==> config.mk <==
export PLATFORM = sky130hd
export DESIGN_NAME = alu_accumulator
export DESIGN_NICKNAME = d
export VERILOG_FILES = /design/src/rtl/alu_accumulator.sv
export SDC_FILE = /design/constraint.sdc
export NUM_CORES = 1
export LEC_CHECK = 0
export ABC_AREA = 0
export BUFFER_PORTS_ARGS = -buffer_cell sky130_fd_sc_hd__buf_2
export CAP_MARGIN = 5
export CORE_UTILIZATION = 60
export DETAILED_ROUTE_END_ITERATION = 12
export GPL_TIMING_DRIVEN = 0
export PLACE_DENSITY = 0.81
export RECOVER_POWER = 50
export REMOVE_ABC_BUFFERS = 1
export SYNTH_ARGS = -nofsm -noshare
export SYNTH_HDL_FRONTEND = slang
export SYNTH_SLANG_ARGS = --single-unit
export TNS_END_PERCENT = 20
==> constraint.sdc <==
create_clock -name CLK -period 4 [get_ports CLK]
set_clock_uncertainty 0.2 [all_clocks]
set_input_delay 0.6 -clock CLK [delete_from_list [all_inputs] [get_ports CLK]]
set_output_delay 0.6 -clock CLK [all_outputs]
set_load 0.03 [all_outputs]
==> src/rtl/alu_accumulator.sv <==
// Accumulator datapath: single-cycle add/sub/logic/load/rotate/clear ops plus a
// multi-cycle unsigned shift-add multiply, with busy/done status and sticky overflow.
module alu_accumulator #(
   parameter int unsigned W = 4
) (
   input  logic           CLK,
   input  logic           reset,
   input  logic           start,
   input  logic [2:0]     op,
   input  logic [W-1:0]   a,
   input  logic [W-1:0]   b,
   output logic [2*W-1:0] acc,
   output logic           busy,
   output logic           done,
   output logic           ovf
);

   localparam int unsigned CW = $clog2(W + 1);

   typedef enum logic [0:0] {StIdle, StMul} state_e;

   state_e         state_q;
   logic [2*W-1:0] acc_q;
   logic [2*W-1:0] prod_q;
   logic [2*W-1:0] mcand_q;
   logic [W-1:0]   mult_q;
   logic [CW-1:0]  cnt_q;
   logic           busy_q;
   logic           done_q;
   logic           ovf_q;

   logic [2*W-1:0] ext_a;
   logic [2*W:0]   sum;
   logic [2*W-1:0] diff;
   logic           borrow;
   logic [2*W-1:0] prod_next;

   always_comb begin
      ext_a     = {{W{1'b0}}, a};
      sum       = {1'b0, acc_q} + {1'b0, ext_a};
      diff      = acc_q - ext_a;
      borrow    = (acc_q < ext_a);
      prod_next = prod_q + (mult_q[0] ? mcand_q : '0);
   end

   always_ff @(posedge CLK) begin
      if (!reset) begin
         state_q <= StIdle;
         acc_q   <= '0;
         prod_q  <= '0;
         mcand_q <= '0;
         mult_q  <= '0;
         cnt_q   <= '0;
         busy_q  <= 1'b0;
         done_q  <= 1'b0;
         ovf_q   <= 1'b0;
      end else begin
         done_q <= 1'b0;
         unique case (state_q)
            StIdle: begin
               if (start) begin
                  if (op == 3'b100) begin
                     // Operands are captured here; later changes on a/b are ignored.
                     mcand_q <= ext_a;
                     mult_q  <= b;
                     prod_q  <= '0;
                     cnt_q   <= '0;
                     busy_q  <= 1'b1;
                     state_q <= StMul;
                  end else begin
                     done_q <= 1'b1;
                     case (op)
                        3'b000: begin
                           acc_q <= '0;
                           ovf_q <= 1'b0;
                        end
                        3'b010: begin
                           acc_q <= sum[2*W-1:0];
                           ovf_q <= ovf_q | sum[2*W];
                        end
                        3'b011: begin
                           acc_q <= diff;
                           ovf_q <= ovf_q | borrow;
                        end
                        3'b101: acc_q <= {~(a & b), ~(a ^ b)};
                        3'b110: acc_q <= {a, b};
                        3'b111: acc_q <= {acc_q[2*W-2:0], acc_q[2*W-1]};
                        default: ;
                     endcase
                  end
               end
            end
            StMul: begin
               prod_q  <= prod_next;
               mcand_q <= mcand_q << 1;
               mult_q  <= mult_q >> 1;
               cnt_q   <= cnt_q + CW'(1);
               if (cnt_q == CW'(W - 1)) begin
                  acc_q   <= prod_next;
                  busy_q  <= 1'b0;
                  done_q  <= 1'b1;
                  state_q <= StIdle;
               end
            end
            default: state_q <= StIdle;
         endcase
      end
   end

   assign acc  = acc_q;
   assign busy = busy_q;
   assign done = done_q;
   assign ovf  = ovf_q;

endmodule
# Yosys cells after proc, flatten, opt, wreduce, memory -nomap -nowiden
# Index checks and enable logic that the tools add are counted.
totals:
  memories: 0
  romBits: 0
  register_bits: 35
  output_inout_bits: 11
  ram_bits: 0
  latchBits: 0
classes:
  n_lt_le_gt_ge: 1
  multipliers: 0
  shifts: 0
  n_reduce_logical: 6
  n_bitwise: 8
  addsub: 4
  div_mod_pow: 0
  eq_ne: 12
  mux: 31
op_table:
  columns: ["operator", "n"]
  rows:
  - ["8-bit 2-to-1 mux", 8]
  - ["8-bit case mux with 2 select lines", 3]
  - ["8-bit case mux with 6 select lines", 1]
  - ["3-bit equality test, second input constant", 4]
  - ["8-bit by 4-bit adder with 9-bit output", 1]
  - ["3-bit by 2-bit equality test with 1-bit output, second input constant", 3]
  - ["1-bit 2-to-1 mux", 9]
  - ["8-bit adder", 1]
  - ["8-bit by 4-bit less-than comparator with 1-bit output", 1]
  - ["4-bit 2-to-1 mux", 2]
  - ["4-bit inverter", 2]
  - ["4-bit case mux with 2 select lines", 1]
  - ["4-bit AND reduction", 2]
  - ["8-bit by 4-bit subtractor with 8-bit output", 1]
  - ["7-bit by 1-bit != test with 1-bit output, second input constant", 1]
  - ["3-bit 2-to-1 mux", 2]
  - ["2-bit != test, second input constant", 3]
  - ["1-bit case mux with 2 select lines", 3]
  - ["3-bit case mux with 2 select lines", 1]
  - ["4-bit AND", 1]
  - ["4-bit bitwise XOR", 1]
  - ["3-bit by 1-bit adder with 3-bit output, second input constant", 1]
  - ["3-bit logical NOT", 1]
  - ["1-bit case mux with 3 select lines", 1]
  - ["other kinds (6)", 8]

# Depth between registers and ports, before layout
logic_depth:
  depth_word: 6
  ltp_mapped: 10

# Worst setup path after synthesis
# Ideal clock, no wire load.
synth_path:
  kind: "reg-to-reg"
  startpoint: "reg acc_q[0] (netlist: acc[0])"
  endpoint: "reg acc_q[1] (netlist: acc[1])"
  path_buffers: 0
  arrival_ns: 2.081
  slack_ns: 1.596
  t_required_ns: 3.678
  stages_incl_launch_ff: 10
  synth_period_minus_slack_ns: 2.404
  cell_sequence: "dfxtp_1 -> inv_1 -> ha_1 -> inv_1 -> fa_1 -> mux4_2 -> a32oi_1 -> nor2_1 -> a21oi_1 -> o21ai_0"
synth_via:
  elab_chain_len: 5
  word_cells_on_any_way: 6
  classes_between: "add/sub (2); mux (4)"
synth_rtl:
  columns: ["item", "line_no", "text"]
  rows:
  - ["start: declaration", "23", "logic [2*W-1:0] acc_q;"]
  - ["start signal: assignment", "78", "acc_q <= sum[2*W-1:0];"]
  - ["start signal: assignment", "82", "acc_q <= diff;"]
  - ["start signal: assignment", "85", "3'b101: acc_q <= {~(a & b), ~(a ^ b)};"]
  - ["8-bit by 4-bit subtractor with 8-bit output / 8-bit by 4-bit adder with 9-bit output (equally long branches)", "41, 40", null]
  - ["8-bit case mux with 6 select lines (*)", "72", "case (op)"]
  - ["8-bit 2-to-1 mux (*)", "62", "if (op == 3'b100) begin"]
  - ["8-bit 2-to-1 mux (*)", "61", "if (start) begin"]
  - ["8-bit case mux with 2 select lines (*)", "59", "unique case (state_q)"]
# Every way passes the cells marked *; elsewhere a longest branch is shown, timed or not. The select of a mux whose other input is x is not followed.
# A chain may end at the register's enable or synchronous reset.

# Worst setup path in the final report
layout_path:
  startpoint: "in op[0]"
  endpoint: "reg prod_q[4]"
layout_via:
  elab_chain_len: 3
layout_rtl:
  columns: ["item", "line_no", "text"]
  rows:
  - ["start: declaration", "9", "input logic [2:0] op,"]
  - ["3-bit equality test", "62", null]
  - ["2-bit != test (no line)", null, null]
  - ["2-bit AND reduction (no line)", null, null]
  - ["end signal: assignment", "94", "prod_q <= prod_next;"]
  - ["end: declaration", "24", "logic [2*W-1:0] prod_q;"]
# Every way passes these cells.

==> impl_results.md <==
- Synthesized cell area: about 2600 um2
- Wirelength, routed: slightly above 6000 um
- Max-Cap Viols: 0
- DRC violations left: 0
- DR vias/cell: 6.14
- Leakage power: 1.10 nW
- I/O Buffers: 24
- Startpoint class of the critical path: input port
- RSZ-0062 raised after global routing: false
- Clk_lat worst skew: slightly below 300 ps
- # IOs: 25
- Total power: 0.800 mW
- Final Non-Filler Cells: 385
- Hold Path Class: flop to flop
- Status: completed
- Num CTS Buffers: 5
- CTS tree: built
- Critical path class: input port to flop
- Post-Place Cells: around 380
- Root buffer cell: clkbuf_8
- GR Util All Layers: 28.8%
- Largest net degree at the start of global routing: 36
- Initial Utilization: between 60% and 70%
- Post_cts resized: 0
- Vias in the first global route: ~2100
- Pwr/cell area: 290 nW/um2
- FF/Latch Area: 701 um2
- CTS clk-pin slew, worst paths: 70 ps
- Area occupied by multi-input gates: 1710 um2
- Post-route ant nets: 0
- Post-synthesis sequential area ratio: 26.8%
- Share of layout cells above drive strength 1: 6.57%
- DIE WIDTH: ~68 um
- Ys Warns: 0
- Die area: 4620 um2
- Worst EP required: 4030 ps
- # rows: 23
- Syn-to-layout area delta: 5.61%
- DR vias: 2365
- Max H-tree Level: 2
- Gr ovfl total: 0
- DR iter-0 viols: 181
- Final Critical Period: 3150 ps
- Maximum VDD drop: around 240 uV
- CP arrival: 3180 ps
- Final setup TNS: 0 ps
- DR pass1 iterations: 5
- # hold bufs at CTS: 0
- Critical Path End Type: flop
- HPWL after DPL: 4340 um
- Worst slew pin tran: 1150 ps
- Filler instances: 384
- CTS max path bufs: 2
- EDFF count, synth: 0
- Relative max-transition margin: 23.4%
- Core box area: between 4000 and 5000 um2
- Global-route wire length before repair: 9940 um
- WL/cell: 15.7 um
- Final hold vios: 0
- Initial antenna violation count: 0
- # setup viols final: 0
- Die Y: 68.0 um
- Final layout net count: ~380
- F_max: 317 MHz
- Antenna cells: 0
- Final Slew Violations: 0
- Tcrit/Tclk final: 78.9%
- Synthesis-stage register bit count: 35
- Average size of a mapped cell: ~8 um2
- Synth cell types: 46
- Critical path peak fanout: 26
- Post-CTS setup buffer count: 0
- Ys async rst share: 0%
- Placer Congestion: 0.961
- Post-synth top flop: dfxtp_1
- Cell count after synthesis: 323
- Clk sinks: 35
- R2R Setup Slk: 1390 ps
## critical path: stages
cell and delay (ps):
clkbuf_1 820, nor3_1 280, a21oi_1 380, clkbuf_1 720
a22oi_1 200, nor2b_1 160
## per-stage QoR
| stage | area (um2) | util, % | hold WS [ps] | setup slack [ps] |
|---|---|---|---|---|
| after floorplan | 2520 | - | 245 | 1580 |
| after detailed placement | 2720 | 66.5 | 268 | 1210 |
| after CTS | 2790 | 68.3 | 277 | 1420 |
| after global routing | 2760 | 67.5 | 305 | 648 |
| final | 2760 | 67.5 | 277 | 846 |
| after global placement | 2700 | 66.1 | 252 | 853 |
## cell families (layout without fill, tap and decap cells)
group | count (synthesis) | after routing | share of synthesized area, %
xor gates and xnor gates | 14 | 14 | 4.70
muxes | 8 | 8 | 3.60
AOI/OAI and AO/OA | 99 | 99 | 25.5
DFF | 35 | 35 | 26.8
and+or+nand+nor | 97 | 97 | 19.2
adders and majority gates | 25 | 25 | 12.8
buffers and inverters | 45 | 57 | 7.29
## Yosys cell counts (2+ instances only)
library cell	instances	share of area, %
nand2_1	21	3.0
mux2i_1	6	2.3
a21oi_1	22	4.2
buf_2	11	2.1
ha_1	22	11
a21boi_0	2	0.58
a221oi_1	7	2.3
a21o_1	2	0.58
xnor2_1	10	3.4
xor2_1	4	1.3
clkbuf_1	7	1.0
fa_1	3	2.3
a32o_1	2	0.77
nand2b_1	8	1.9
o31ai_1	3	0.86
dfxtp_1	35	27
a222oi_1	2	0.77
a22oi_1	19	5.5
nand3_1	6	1.2
o22ai_1	3	0.72
nor2_1	19	2.7
and2_1	13	3.1
nor2b_1	19	4.6
nor3_1	6	1.2
a32oi_1	2	0.67
a31oi_1	3	0.72
inv_1	26	3.7
o21ai_0	22	4.2
## final cells by class
cell class	instances	share of cell area [%]
well taps	50	2.27
repair buffers	25	3.95
inverters	26	3.54
flip-flops and latches	35	25.4
multi-input cells	243	62.2
clock buffers	6	2.63
## cell usage in the layout, fill, tap and decap left out, types with 4 or more instances in the layout
master | Yosys | final
and2_1 | 13 | 12
a21oi_1 | 22 | 22
nand2_1 | 21 | 21
buf_2 | 11 | 12
clkbuf_1 | 7 | 14
mux2i_1 | 6 | 6
inv_1 | 26 | 26
dfxtp_1 | 35 | 35
nor3_1 | 6 | 7
clkbuf_8 | 0 | 5
nor2b_1 | 19 | 19
ha_1 | 22 | 22
nand2b_1 | 8 | 8
a221oi_1 | 7 | 7
xnor2_1 | 10 | 10
o21ai_0 | 22 | 22
xor2_1 | 4 | 4
nor2_1 | 19 | 19
nand3_1 | 6 | 6
a22oi_1 | 19 | 19
## worst paths after layout
path | from | depth (start not counted) | endpoint
hold reg to reg | mcand_q[1]$_SDFFE_PN0P_ | 2 | mcand_q[1]$_SDFFE_PN0P_
hold / removal | mcand_q[1]$_SDFFE_PN0P_ | 2 | mcand_q[1]$_SDFFE_PN0P_
setup / recovery | op[0] | 6 | prod_q[4]$_SDFFE_PN0P_
setup reg to reg | state_q$_SDFF_PN0_ | 5 | acc[7]$_SDFFE_PN0P_
## power by group
part           total [mW]  leakage [nW]  internal (mW)  switching, mW
combinational       0.187         0.779         0.0728          0.114
clock               0.232        0.0371          0.116          0.116
sequential          0.382         0.284          0.361         0.0213
## registers in the layout, summed over array words and instances, names as in the netlist
name and cells:
ovf 1, prod_q 8, busy 1, mult_q 4, acc 8, state_q 1
done 1, cnt_q 3, mcand_q 8
## per-layer routing
layer | wire length, um | track usage (%)
met5 | 0 | 0
met4 | 120 | 10.7
met3 | 313 | 5.50
met2 | 2760 | 44.5
met1 | 2840 | 39.5
Power figures use the tool's default switching activity.
